### src/rtl/reg_display_pager.sv
// Register display pager: debounced page button, snapshot/hold and 7-segment hex rendering.
// Optional auto-scroll enabled by defining REG_DISPLAY_PAGER_AUTO_SCROLL_EN.
module reg_display_pager #(
  parameter int NREGS        = 8,
  parameter int WIDTH        = 16,
  parameter int DEBOUNCE_CYC = 16,
  parameter int SCROLL_CYC   = 50000000
) (
  input  logic                   Clock,
  input  logic                   Resetn,
  input  logic [NREGS*WIDTH-1:0] Regs,
  input  logic                   Next,
  input  logic                   Mode,
  input  logic                   Hold,
  input  logic                   AutoScroll,
  output logic [55:0]            Hex,
  output logic [5:0]             Page
);

  localparam int unsigned NPAGES_OV = (NREGS + 7) / 8;
  localparam int unsigned NDIG      = WIDTH / 4;
  localparam int unsigned CNTW      = $clog2(DEBOUNCE_CYC) + 1;
  localparam int unsigned AW        = (NREGS > 1) ? $clog2(NREGS) : 1;

  logic            sync1, sync2;
  logic            db_lvl;
  logic [CNTW-1:0] db_cnt;
  logic            adv_p;
  logic            mode_r;
  logic            mode_chg;
  logic            tick;
  logic            advance;
  logic [5:0]      last_page;
  logic [WIDTH-1:0] snap [NREGS];
  logic [55:0]     hex_d;

  function automatic logic [6:0] seg7(input logic [3:0] n);
    case (n)
      4'h0:    seg7 = 7'h40;
      4'h1:    seg7 = 7'h79;
      4'h2:    seg7 = 7'h24;
      4'h3:    seg7 = 7'h30;
      4'h4:    seg7 = 7'h19;
      4'h5:    seg7 = 7'h12;
      4'h6:    seg7 = 7'h02;
      4'h7:    seg7 = 7'h78;
      4'h8:    seg7 = 7'h00;
      4'h9:    seg7 = 7'h10;
      4'hA:    seg7 = 7'h08;
      4'hB:    seg7 = 7'h03;
      4'hC:    seg7 = 7'h46;
      4'hD:    seg7 = 7'h21;
      4'hE:    seg7 = 7'h06;
      default: seg7 = 7'h0E;
    endcase
  endfunction

  // Synchroniser plus debouncer; the advance pulse is registered so it lands one edge after acceptance.
  always_ff @(posedge Clock or negedge Resetn) begin
    if (!Resetn) begin
      sync1  <= 1'b0;
      sync2  <= 1'b0;
      db_lvl <= 1'b0;
      db_cnt <= '0;
      adv_p  <= 1'b0;
    end else begin
      sync1 <= Next;
      sync2 <= sync1;
      adv_p <= 1'b0;
      if (sync2 == db_lvl) begin
        db_cnt <= '0;
      end else if (db_cnt == CNTW'(DEBOUNCE_CYC - 1)) begin
        db_cnt <= '0;
        db_lvl <= sync2;
        adv_p  <= sync2;
      end else begin
        db_cnt <= db_cnt + 1'b1;
      end
    end
  end

  assign mode_chg = (Mode != mode_r);
  assign advance  = adv_p | tick;

`ifdef REG_DISPLAY_PAGER_AUTO_SCROLL_EN
  localparam int unsigned SW = $clog2(SCROLL_CYC);
  logic [SW-1:0] scnt;

  assign tick = AutoScroll && (scnt == SW'(SCROLL_CYC - 1));

  always_ff @(posedge Clock or negedge Resetn) begin
    if (!Resetn) begin
      scnt <= '0;
    end else if (!AutoScroll || adv_p || mode_chg || tick) begin
      scnt <= '0;
    end else begin
      scnt <= scnt + 1'b1;
    end
  end
`else
  logic unused_autoscroll;
  assign unused_autoscroll = AutoScroll;
  assign tick = 1'b0;
`endif

  always_comb begin
    last_page = mode_r ? 6'(NREGS - 1) : 6'(NPAGES_OV - 1);
  end

  // A mode change wins over any coincident advance.
  always_ff @(posedge Clock or negedge Resetn) begin
    if (!Resetn) begin
      mode_r <= 1'b0;
      Page   <= '0;
    end else begin
      mode_r <= Mode;
      if (mode_chg) begin
        Page <= '0;
      end else if (advance) begin
        Page <= (Page == last_page) ? '0 : Page + 6'd1;
      end
    end
  end

  always_ff @(posedge Clock or negedge Resetn) begin
    if (!Resetn) begin
      for (int unsigned i = 0; i < NREGS; i++) begin
        snap[i] <= '0;
      end
    end else if (!Hold) begin
      for (int unsigned i = 0; i < NREGS; i++) begin
        snap[i] <= Regs[i*WIDTH +: WIDTH];
      end
    end
  end

  always_comb begin
    logic [31:0]      idx;
    logic [WIDTH-1:0] r;
    logic [31:0]      wide;
    hex_d = '1;
    idx   = '0;
    r     = '0;
    wide  = 32'(snap[Page[AW-1:0]]);
    for (int unsigned d = 0; d < 8; d++) begin
      if (!mode_r) begin
        idx = 32'(Page) * 32'd8 + 32'(7 - d);
        if (idx < NREGS) begin
          r = snap[idx[AW-1:0]];
          hex_d[7*d +: 7] = seg7(r[3:0]);
        end
      end else if (d < NDIG) begin
        hex_d[7*d +: 7] = seg7(wide[4*d +: 4]);
      end
    end
  end

  always_ff @(posedge Clock or negedge Resetn) begin
    if (!Resetn) begin
      for (int unsigned d = 0; d < 8; d++) begin
        Hex[7*d +: 7] <= (d < NREGS) ? 7'h40 : 7'h7F;
      end
    end else begin
      Hex <= hex_d;
    end
  end

endmodule
### config.mk
export PLATFORM = sky130hd
export DESIGN_NAME = reg_display_pager
export DESIGN_NICKNAME = d
export VERILOG_FILES = /design/src/rtl/reg_display_pager.sv
export SDC_FILE = /design/constraint.sdc
export NUM_CORES = 1
export LEC_CHECK = 0
export ABC_AREA = 1
export ABC_CLOCK_PERIOD_IN_PS = 2000
export BUFFER_PORTS_ARGS = -buffer_cell sky130_fd_sc_hd__buf_2
export CAP_MARGIN = 20
export CORE_MARGIN = 2
export CORE_UTILIZATION = 53
export CTS_BUF_LIST = sky130_fd_sc_hd__clkbuf_8
export DETAILED_ROUTE_END_ITERATION = 10
export HOLD_SLACK_MARGIN = 0.02
export PLACE_DENSITY = 0.89
export SLEW_MARGIN = 10
export SYNTH_ARGS = -nofsm -noshare
export SYNTH_HDL_FRONTEND = slang
export SYNTH_SLANG_ARGS = --single-unit
### constraint.sdc
create_clock -name Clock -period 2 [get_ports Clock]
set_input_delay 0.4 -clock Clock [delete_from_list [all_inputs] [get_ports Clock]]
set_output_delay 0.4 -clock Clock [all_outputs]
set_load 0.02 [all_outputs]
# [Word level (Yosys, flattened, before mapping)]
# Memory sizes are Yosys's and may differ from the RTL's.
# Index checks and enable logic that the tools add are counted.
[word_totals] register_bits=200 mem_bits_ro=1344 inputBits=134 out_inout_bits=62 memories=12
[memory_table] memory="(name not given)" words=16 width=7 read_ports=1 rd_ports_with_merged_regs=0 wr=0 line="38" rtl="case (n)"
[memory_table] memory="(name not given)" words=16 width=7 read_ports=1 rd_ports_with_merged_regs=0 wr=0 line="38"
[memory_table] memory="(name not given)" words=16 width=7 read_ports=1 rd_ports_with_merged_regs=0 wr=0 line="38"
[memory_table] memory="(name not given)" words=16 width=7 read_ports=1 rd_ports_with_merged_regs=0 wr=0 line="38"
[memory_table] memory="(name not given)" words=16 width=7 read_ports=1 rd_ports_with_merged_regs=0 wr=0 line="38"
[memory_table] memory="(name not given)" words=16 width=7 read_ports=1 rd_ports_with_merged_regs=0 wr=0 line="38"
[memory_table] memory="+6 memories"
[op_classes] addsub=9 n_lt_le_gt_ge=16 n_eq_ne=4 n_mux=48 bitwise_logic=9 reduce_logical=2
[op_table] op="$bmux 16 s3" n=8
[op_table] op="$mux 7" n=16
[op_table] op="$lt 10x4->1 const B" n=7
[op_table] op="$mux 4" n=14
[op_table] op="$add 9x3->10 const B" n=4
[op_table] op="$ge 4x4->1 const B" n=8
[op_table] op="$mux 16" n=2
[op_table] op="$not 3->4" n=8
[op_table] op="$add 9x2->10 const B" n=2
[op_table] op="$mux 6" n=3
[op_table] op="$add 9x1->10 const B" n=1
[op_table] op="$mux 5" n=2
[op_table] op="$lt 9x4->1 const B" n=1
[op_table] op="$add 6x1->6 const B" n=1
[op_table] op="$eq 6x3->1" n=1
[op_table] op="$add 5x1->5 const B" n=1
[op_table] op="$eq 5x4->1 const B" n=1
[op_table] op="$mux 3" n=1
[op_table] op="$mux 1" n=2
[op_table] op="$reduce_and 2->1" n=1
[op_table] op="$reduce_bool 2->1" n=1
[op_table] op="$eq 1x1->1" n=1
[op_table] op="$ne 1x1->1" n=1
[op_table] op="$not 1->1" n=1

# [Logic depth before layout (Yosys ltp)]
# Gate-level depths: netlist of run 1.
# An unclocked memory read counts as a cell.
[logic_depth] ltp_word=8 ltp_mapped=15 ltp_nobuf=13

# [Least setup slack after synthesis of run 1]
# Ideal clock, no wire load.
[synth_path] kind="reg-to-reg" from="register Page[0]" to="register Hex[15]" setup_time_ns=0.122 arrival_time_ns=1.925 path_slack_ns=-0.047 path_stages_with_launch=12 path_buffers=2 cell_sequence="dfrtp_1 -> buf_6 -> buf_6 -> or2_0 -> nand3_1 -> nand2_1 -> a21oi_1 -> ha_1 -> nand3_1 -> nor2_1 -> nor2_1 -> a21oi_1"
[synth_via] elab_chain_len=6
[synth_rtl] item="from (decl)" line="17" rtl="output logic [5:0] Page"
[synth_rtl] item="from (signal assigned)" line="120" rtl="Page <= (Page == last_page) ? '0 : Page + 6'd1;"
[synth_rtl] item="parallel branches: the longest is 5 deep, another holds $add 9x3->10"
[synth_rtl] item="$mux 7 *" line="146" rtl="if (!mode_r) begin"
[synth_rtl] item="via hex_d[15]" line="35" rtl="logic [55:0] hex_d;"
[synth_rtl] item="to (signal, indexed assignment)" line="161" rtl="Hex[7*d +: 7] <= (d < NREGS) ? 7'h40 : 7'h7F;"
[synth_rtl] item="to (decl)" line="16" rtl="output logic [55:0] Hex,"
# Mark *: on every way through the listed nets, which the timed path passes. The select of a mux whose other input is x is not followed.
# A chain may end at the register's enable or synchronous reset.

# [Worst setup path after layout of run 1]
[layout_path] from="register Page[0]" to="register Hex[3]"
# Same word-level chain as after synthesis.

==> impl_metrics.json, run 1 <==
{
  "outcome": "finished, violations left",
  "violations": "setup timing",
  "hold_path_class": "in2reg",
  "yosysWarnings": 0,
  "postRouteAntennaNets": 0,
  "cap_viol_max_count": 0,
  "start_util_pct": 54.2,
  "cts-root-buf": "clkbuf_8",
  "yosysMostFrequentCell": "nand2_1",
  "antenna_found_initial": 0,
  "drc": 0,
  "path_clk_slew_ns": 0.11,
  "synth_flop_cell": "dfrtp_1",
  "grt_pass1_vias": 11100,
  "drv_slew": 0,
  "worstSkewPairLatency_ns": 0.49,
  "critical_path_class": "reg2reg",
  "hold_slack_ns": 0.0617,
  "avgSynthCellArea_um2": 7.64,
  "synth_area_um2": 11900,
  "peakVddDrop_v": 0.000477,
  "num_rows": 54,
  "drt-total-wl_mm": 34.9,
  "cp_max_fo": 15,
  "yosysSeqAreaShare_pct": 42.2,
  "worst_clock_skew_ns": 0.0130,
  "relSlewSlack_pct": 64.6,
  "finalHoldViolCount": 0,
  "synth_top_area_share_pct": 40.5,
  "dieArea_um2": 23600,
  "gp_congestion": 0.915,
  "synth_edf_count": 0,
  "use_met3_pct": 4.14,
  "diodes": 0,
  "cts_sinks": 200,
  "fin_tns_setup_ns": -0.568,
  "cp.arrival_ns": 2.47,
  "worst_setup_path_end_kind": "flop",
  "synth-seq-cells": 200,
  "die_w_um": 154,
  "min_period_over_period_pct": 105,
  "grt-busiest-layer": "met2",
  "fillers": 1644,
  "grtUsageMet1_pct": 36.5,
  "overflow": 0,
  "syn_to_final_growth_pct": 23.7,
  "grt_pass1_wl_mm": 54.4,
  "die_h_um": 154,
  "cts_buffers": 17,
  "synth_fp_nets": 1770,
  "grt_max_degree": 67,
  "dp_hpwl_mm": 24.6,
  "io_buffers": 194,
  "fmax_ghz": 0.478,
  "synthArstFlopShare_pct": 100,
  "nets": 2009,
  "required_ns": 2.38,
  "post_drt_wl_per_cell_um": 16.8,
  "use_met2_pct": 48.4,
  "synthTopCellsByCount": "nand2_1, dfrtp_1, nor2_1",
  "syn_inst": 1553,
  "period_needed_ns": 2.09,
  "drive_above_1_share_pct": 25.9,
  "pin_count": 196,
  "grt_usage_pct": 28.4,
  "p_total_w": 0.00989,
  "synth_cell_type_count": 49,
  "clock_path_buffers": 2,
  "p_leak_nw": 7.68,
  "startpoint_type": "flop",
  "htree_levels": 4,
  "yosys.area.top_type": "dfrtp_1",
  "num_vias": 11600,
  "grt_setup_unrepaired": "true",
  "worst_pin_slew_ns": 0.531,
  "synth_area_leaders": "dfrtp_1, nand2_1, ha_1",
  "vias_per_cell": 5.58,
  "layout_setup_ws_ns": -0.0933,
  "power.density_nw_per_um2": 673,
  "drt-initial-drc-count": 1288,
  "drt-pass1-iter-count": 6,
  "finalSetupViolCount": 15,
  "fp.coreArea_um2": 21900,
  "tritoncts": "built"
}
[cell type report]
cell class	instances	area, um^2	share of cell area (%)
Clock buffer	18	248	1.69
Clock inverter	14	158	1.07
Inverter	172	661	4.50
Multi-Input combinational cell	1104	6220	42.4
Sequential cell	200	5020	34.2
Tap cell	280	350	2.39
Timing Repair Buffer	297	2030	13.8
[critical path: stages, from the launching register on]
cell     delay, ns
dfrtp_2       0.51
buf_6         0.16
buf_12        0.14
nand2_1       0.08
nand3_2       0.11
nand3_1       0.12
nand2_2       0.09
buf_4         0.15
ha_1          0.28
nand2_1       0.08
nand3_1       0.09
nand2_1       0.06
nand2_1       0.06
nand2_1       0.05
[placed cells by master, fill, tap and decap left out, drive strengths merged, types with 2 or more instances in the layout]
master,instances
o311ai,2
a21oi,148
o221ai,4
nor3,8
a221oi,3
o211ai,17
dfrtp,192
a211oi,5
clkinv,8
o31ai,2
inv,176
nand2,377
nor2,185
mux2,11
or2,5
xnor2,2
a211o,2
ha,83
dfstp,8
o21a,2
xor2,2
dlygate4sd3,2
o21ai,56
buf,289
nand3,179
clkbuf,24
a31oi,5
[registers in the layout, summed over array words and instances (netlist names)]
name,cells
sync2,1
sync1,1
snap,128
mode_r,1
db_cnt,5
db_lvl,1
Hex,56
Page,6
adv_p,1
[per-stage QoR]
stage | util (%) | std cells | worst slack, ns | instance area (um^2)
after floorplan | - | 1553 | 0.0389 | 11900
after global placement | 61.9 | 2036 | 0.00275 | 13500
after detailed placement | 61.9 | 2036 | -0.0421 | 13500
after CTS | 64.2 | 2071 | -0.0103 | 14000
after global routing | 67.1 | 2085 | -0.197 | 14700
final | 67.1 | 2085 | -0.0933 | 14700
[timing repair]
item,CTS,global route
buffers inserted,0,10
resized for setup,15,110
setup endpoints to repair,12,29
pin swaps,0,22
hold endpoints to repair,38,0
cloned,1,5
hold buffers,2,0
[layer usage]
metal  vias up  wire [um]
li1       5460          -
met1      5471      14000
met2       589      17100
met3       115       2460
met4         0       1420
met5         -          0
[cell families (layout without fill, tap and decap cells)]
group	count (synthesis)	after routing	synth area share [%]
AO/OA/AOI/OAI	251	251	11.7
buffers and inverters	249	501	9.20
multiplexers	11	11	1.04
AND/OR/NAND/NOR	755	755	26.7
flip-flops	200	200	42.2
adder cells (fa/ha/maj)	83	83	8.75
XOR/XNOR	4	4	0.295
[final timing paths]
path / slack, ns / endpoint / cells past startpoint / start
min in group asynchronous: 0.41 / snap[120] / 2 / Resetn
worst max-delay path: -0.09 / Hex[3] / 13 / Page[0]
worst min register to register: 0.37 / sync2 / 0 / sync1
worst max register to register: -0.09 / Hex[3] / 13 / Page[0]
worst min-delay path: 0.06 / mode_r / 1 / Mode
max in group asynchronous: 0.90 / Hex[13] / 3 / Resetn
[power by group]
part | internal (W) | leakage (nW) | switching (W)
sequential | 0.00444 | 2.28 | 0.000219
clock | 0.00107 | 0.203 | 0.00161
combinational | 0.000932 | 5.20 | 0.00162
Power figures use the tool's default switching activity.
==> run 2: changes to the inputs <==
--- a/config.mk
+++ b/config.mk
@@ -5,13 +5,13 @@
 export SDC_FILE = /design/constraint.sdc
 export NUM_CORES = 1
 export LEC_CHECK = 0
-export ABC_AREA = 1
 export ABC_CLOCK_PERIOD_IN_PS = 2000
 export BUFFER_PORTS_ARGS = -buffer_cell sky130_fd_sc_hd__buf_2
 export CAP_MARGIN = 20
 export CORE_MARGIN = 2
 export CORE_UTILIZATION = 53
 export CTS_BUF_LIST = sky130_fd_sc_hd__clkbuf_8
+export CTS_CLUSTER_DIAMETER = 50
 export DETAILED_ROUTE_END_ITERATION = 10
 export HOLD_SLACK_MARGIN = 0.02
 export PLACE_DENSITY = 0.89
==> impl_metrics.json, run 2 <==
{
  "cp_top_family": "multiplexers",
  "yosysMostFrequentCell": "dfrtp_1",
  "power.switching_w": 0.00353,
  "pwr-share-comb_pct": 29.0,
  "worst_clock_skew_ns": 0.0266,
  "p_int_w": 0.00683,
  "num_vias": 8908,
  "layout_setup_ws_ns": -0.429,
  "top_register": "snap",
  "hold_slack_ns": 0.0530,
  "place_inst": 1450,
  "yosys.area.top_type": "dfrtp_1",
  "synth_edf_count": 0,
  "synthArstFlopShare_pct": 100,
  "drt-pass1-iter-count": 6,
  "outcome": "finished, violations left",
  "die_w_um": 151,
  "synth_flop_cell": "dfrtp_1",
  "grt_pass1_vias": 8824,
  "synth_top_area_share_pct": 41.8,
  "hold_path_class": "in2reg",
  "cap_viol_max_count": 0,
  "min_period_over_period_pct": 121,
  "syn_to_final_growth_pct": 27.4,
  "pwr-share-seq_pct": 45.7,
  "htree_levels": 4,
  "startpoint_type": "flop",
  "yosysSeqAreaShare_pct": 43.6,
  "switching_share_pct": 34.1,
  "peakVddDrop_v": 0.000459,
  "clkPwrFrac_pct": 25.3,
  "finalSetupViolCount": 31,
  "fin_cells": 1510,
  "violations": "setup timing",
  "rrSetupSlack_ns": -0.43,
  "topRoutingLayerUsed": "met4",
  "grt_setup_unrepaired": "true",
  "final_common_cell": "buf_2",
  "drt-initial-drc-count": 713,
  "dieArea_um2": 22900,
  "yosysWarnings": 0,
  "route.met3.wl_mm": 2.02,
  "synth-seq-cells": 200,
  "cts_buffers": 17,
  "overflow": 0,
  "drv_slew": 0,
  "required_ns": 2.38,
  "grt_max_degree": 56,
  "p_total_w": 0.0104,
  "postRouteAntennaNets": 0,
  "clock_path_buffers": 2,
  "met2_length_mm": 15.6,
  "fillers": 1340,
  "fmax_ghz": 0.412,
  "final_cell_mix": "buf_2, dfrtp_1, mux2_2, buf_4, ha_1",
  "wl_met1_mm": 12.6,
  "dp_hpwl_mm": 21.5,
  "tritoncts": "built",
  "avgSynthCellArea_um2": 12.3,
  "cts_sinks": 200,
  "gp_congestion": 0.904,
  "period_needed_ns": 2.43,
  "cp_max_fo": 10,
  "io_buffers": 194,
  "worst_setup_path_end_kind": "flop",
  "synth_area_leaders": "dfrtp_1, mux2_2, ha_1",
  "vias_per_cell": 5.90,
  "drt-total-wl_mm": 31.5,
  "grt_pass1_wl_mm": 47.1,
  "worst_pin_slew_ns": 0.457,
  "pin_count": 196,
  "grt_usage_pct": 27.1,
  "drc": 0,
  "regArea_um2": 5020,
  "post_drt_wl_per_cell_um": 20.8,
  "reg_top3": "snap (128), Hex (56), Page (6)",
  "worst_path_largest_cell_delay_ns": 0.55,
  "drive_above_1_share_pct": 50.8,
  "cp_slowest_cell": "mux4_2",
  "cp.arrival_ns": 2.81,
  "cp_cell_sequence": "buf_12 > mux4_2 > mux2i_4 > inv_2 > ha_4 > mux2i_1 > o221ai_1 > a21boi_2",
  "synth_fp_nets": 1152,
  "num_rows": 53,
  "relSlewSlack_pct": 69.5,
  "antenna_found_initial": 1,
  "synth_area_um2": 11500,
  "multi_input_area_um2": 6390,
  "largest_reg_flops": 128,
  "synth_cell_type_count": 72,
  "power.density_nw_per_um2": 707,
  "path_clk_slew_ns": 0.11,
  "p_leak_nw": 6.52,
  "syn_inst": 935,
  "final_core_util_pct": 69.3,
  "nets": 1438,
  "fp.coreArea_um2": 21200,
  "critical_path_class": "reg2reg",
  "cts-root-buf": "clkbuf_8",
  "finalHoldViolCount": 0,
  "worstSkewPairLatency_ns": 0.49,
  "path_buf_inv": 2,
  "synthTopCellsByCount": "dfrtp_1, mux2_2, ha_1",
  "start_util_pct": 54.4,
  "die_h_um": 151
}
==> run 2: cell count changes after synthesis, moves of 15 or more <==
cell | previous run | this run
a21oi_1 | 148 | 29
buf_2 | 22 | 6
nand2_1 | 369 | 61
mux4_1 | 0 | 19
nor2_1 | 182 | 46
nand3_1 | 174 | 9
mux4_2 | 0 | 15
mux2i_1 | 0 | 21
mux2_2 | 11 | 136
o21ai_0 | 53 | 37
inv_1 | 162 | 45
==> run 2: final cells by class <==
cell class / instances / area share, %
Multi-Input combinational cell: 632 / 43.6
Sequential cell: 200 / 34.3
Timing Repair Buffer: 324 / 15.7
Tap cell: 275 / 2.35
Clock buffer: 17 / 1.60
Inverter: 46 / 1.23
Clock inverter: 15 / 1.20
Antenna cell: 1 / 0.0171
==> run 2: worst register-to-register path, delay by kind of cell (launching register included) <==
| kind | cells | cell delay, ns |
|---|---|---|
| AO/OA/AOI/OAI | 2 | 0.39 |
| flip-flops | 1 | 0.51 |
| adder cells (fa/ha/maj) | 1 | 0.19 |
| multiplexers | 3 | 0.98 |
| buffers and inverters | 2 | 0.29 |
==> run 2: kinds of logic (layout without fill, tap and decap cells) <==
kind of cell	after synthesis	count (layout)	share of synthesized area, %
buf+inv	104	402	4.93
other cells	0	1	0
flops	200	200	43.6
mux	204	205	24.7
simple gates	179	179	7.63
fa+ha+maj	83	83	9.03
xor+xnor	5	5	0.381
compound gates	160	160	9.70
==> run 2: routing by layer <==
layer | GRT usage [%] | vias up
met5 | 0 | -
met4 | 11.3 | 0
met3 | 4.52 | 91
met2 | 45.7 | 401
met1 | 34.7 | 4448
li1 | - | 3968
==> run 2: worst paths after layout <==
| check | start | to | cells past startpoint |
|---|---|---|---|
| hold / removal | Mode | mode_r | 1 |
| setup / recovery | Page[0] | Hex[19] | 8 |
| setup reg to reg | Page[0] | Hex[19] | 8 |
| max in group asynchronous | Resetn | Hex[20] | 3 |
| min in group asynchronous | Resetn | snap[4] | 2 |
| hold reg to reg | sync1 | sync2 | 0 |
==> run 2: through the flow <==
step                      TNS (ns)  cell area (um^2)  worst slack (ns)
final                        -9.77             14700            -0.429
after global routing        -11.73             14700            -0.469
after CTS                    -8.93             14500            -0.386
after detailed placement    -17.07             13600            -0.588
after global placement      -14.57             13600            -0.538
after floorplan             -10.09             11700            -0.489
==> run 2: power groups by stage <==
stage	clock (W)	combinational, W	sequential (W)
6_report	0.00262	0.00301	0.00474
5_1_grt	0.00282	0.00324	0.00477
4_1_cts	0.00265	0.00284	0.00472
3_5_place_dp	0	0.00268	0.00479
3_3_place_gp	0	0.00258	0.00477
2_1_floorplan	0	0.00145	0.00496
==> run 2: repair_timing <==
| action | CTS | global route |
|---|---|---|
| gates cloned | 2 | 1 |
| endpoints found under the hold margin | 51 | 0 |
| resized for setup | 86 | 28 |
| buffers inserted | 15 | 7 |
| endpoints found under the setup margin | 56 | 49 |
| hold buffers | 2 | 0 |
| pin swaps | 21 | 11 |
==> run 3: changes to the inputs <==
==> config.mk (replaced) <==
export PLATFORM = sky130hd
export DESIGN_NAME = reg_display_pager
export DESIGN_NICKNAME = d
export VERILOG_FILES = /design/src/rtl/reg_display_pager.sv
export SDC_FILE = /design/constraint.sdc
export NUM_CORES = 1
export LEC_CHECK = 0
export ABC_AREA = 1
export ABC_CLOCK_PERIOD_IN_PS = 2820
export BUFFER_PORTS_ARGS = -buffer_cell sky130_fd_sc_hd__buf_2
export CAP_MARGIN = 20
export CORE_MARGIN = 2
export CORE_UTILIZATION = 54
export CTS_BUF_LIST = sky130_fd_sc_hd__clkbuf_8
export CTS_CLUSTER_DIAMETER = 50
export DETAILED_ROUTE_END_ITERATION = 10
export HOLD_SLACK_MARGIN = 0.02
export PLACE_DENSITY = 0.87
export SLEW_MARGIN = 10
export SYNTH_ARGS = -nofsm -noshare
export SYNTH_HDL_FRONTEND = slang
export SYNTH_SLANG_ARGS = --single-unit
export TNS_END_PERCENT = 5
==> constraint.sdc (replaced) <==
create_clock -name Clock -period 2.82 [get_ports Clock]
set_input_delay 0.564 -clock Clock [delete_from_list [all_inputs] [get_ports Clock]]
set_output_delay 0.564 -clock Clock [all_outputs]
set_load 0.02 [all_outputs]
==> impl_metrics.json, run 3 (synthesis gave the netlist of run 1 again) <==
{
  "outcome": "finished clean",
  "cts_resized": 0,
  "placed_cell_area_um2": 13000,
  "design_area_um2": 13400,
  "min_period_over_period_pct": 83.2,
  "dieArea_um2": 23200,
  "postRouteAntennaNets": 0,
  "drt-pass1-iter-count": 5,
  "drive_above_1_share_pct": 17.4,
  "drc": 0,
  "worst_setup_path_end_kind": "flop",
  "die_h_um": 152,
  "num_vias": 10900,
  "worstSkewPairLatency_ns": 0.48,
  "grt_usage_pct": 26.7,
  "final_core_util_pct": 61.8,
  "layout_setup_ws_ns": 0.475,
  "met2_length_mm": 14.3,
  "relSlewSlack_pct": 57.6,
  "path_clk_slew_ns": 0.11,
  "rrSetupSlack_ns": 0.47,
  "diodes": 0,
  "dp_hpwl_mm": 22.6,
  "grt_pass1_vias": 10500,
  "tritoncts": "built",
  "htree_levels": 4,
  "grt_pass1_wl_mm": 50.6,
  "gp_congestion": 0.935,
  "worst_clock_skew_ns": 0.0194,
  "overflow": 0,
  "worst_pin_slew_ns": 0.633,
  "io_buffers": 194,
  "cts_sinks": 200,
  "antenna_found_initial": 0,
  "final_cell_mix": "nand2_1, buf_2, dfrtp_1, nor2_1, nand3_1",
  "final_common_cell": "nand2_1",
  "start_util_pct": 54.7,
  "vias_per_cell": 5.42,
  "pin_count": 196,
  "reg_top3": "snap (128), Hex (56), Page (6)",
  "cts-root-buf": "clkbuf_8",
  "reg2reg_to": "Hex[10]",
  "rr_worst_depth": 12,
  "p_leak_nw": 7.13,
  "postCtsHoldBufs": 0,
  "power.density_nw_per_um2": 498,
  "clock_path_buffers": 2,
  "drt-total-wl_mm": 30.6,
  "cts_buffers": 17,
  "grt_setup_unrepaired": "false",
  "cp_max_fo": 23,
  "cp.arrival_ns": 2.75,
  "largest_reg_flops": 128,
  "fin_tns_setup_ns": 0,
  "drt-initial-drc-count": 973,
  "route.met3.wl_mm": 1.95,
  "fin_cells": 2006,
  "required_ns": 3.22,
  "place_inst": 1974,
  "hold_path_class": "in2async",
  "startpoint_type": "flop",
  "finalSetupViolCount": 0,
  "period_needed_ns": 2.35,
  "topRoutingLayerUsed": "met4",
  "top_register": "snap",
  "fp.coreArea_um2": 21700,
  "finalHoldViolCount": 0,
  "post-place-ws_ns": 0.515,
  "nets": 1930,
  "cts_setup_buffers": 0,
  "peakVddDrop_v": 0.000304,
  "fmax_ghz": 0.426,
  "syn_to_final_growth_pct": 13.0,
  "critical_path_class": "reg2reg",
  "wl_met1_mm": 13.2,
  "die_w_um": 152,
  "reg2reg_from": "Page[0]",
  "cap_viol_max_count": 0,
  "num_rows": 54,
  "post_drt_wl_per_cell_um": 15.2,
  "grt_max_degree": 64,
  "drv_slew": 0
}
## run 3: per-layer routing
| metal | global-route usage (%) | vias up |
|---|---|---|
| li1 | - | 5298 |
| met1 | 36.0 | 5056 |
| met2 | 43.2 | 441 |
| met3 | 4.38 | 76 |
| met4 | 10.9 | 0 |
| met5 | 0 | - |
## run 3: worst max-delay path, stage by stage (launching register included)
cell	delay [ns]
dfrtp_2	0.45
inv_2	0.24
buf_12	0.21
nand2_1	0.06
nand3_1	0.07
nand2_1	0.13
a21oi_1	0.38
ha_1	0.30
nand3_1	0.10
nand3_1	0.08
nand2_1	0.08
nand2_1	0.07
nand2_1	0.08
## run 3: worst max-delay path by stage
stage | start | end | slack [ns] | depth (start not counted)
2_1_floorplan | Page[0] | Hex[15] | 0.77 | 11
3_3_place_gp | Page[0] | Hex[10] | 0.57 | 12
3_5_place_dp | Page[0] | Hex[10] | 0.52 | 12
4_1_cts | Page[0] | Hex[10] | 0.48 | 12
5_1_grt | Page[0] | Hex[13] | 0.27 | 11
6_report | Page[0] | Hex[10] | 0.47 | 12
## run 3: final cells by class
type	count	area [um^2]
Fill cell	1885	8280
Multi-Input combinational cell	1104	5760
Sequential cell	200	5020
Timing Repair Buffer	218	1250
Inverter	172	651
Tap cell	280	350
Clock buffer	18	248
Clock inverter	14	130
## run 3: stage by stage
stage | hold WS [ns] | total power (W)
after floorplan | 0.268 | 0.00437
after global placement | 0.332 | 0.00488
after detailed placement | 0.336 | 0.00492
after CTS | 0.0647 | 0.00669
after global routing | 0.0650 | 0.00704
final | 0.0505 | 0.00667
## run 3: where the power goes
part	internal [W]	switching (W)	leakage, nW
Sequential	0.00315	0.000150	2.28
Clock	0.000672	0.00112	0.190
Combinational	0.000548	0.00103	4.66
Total	0.00437	0.00230	7.13
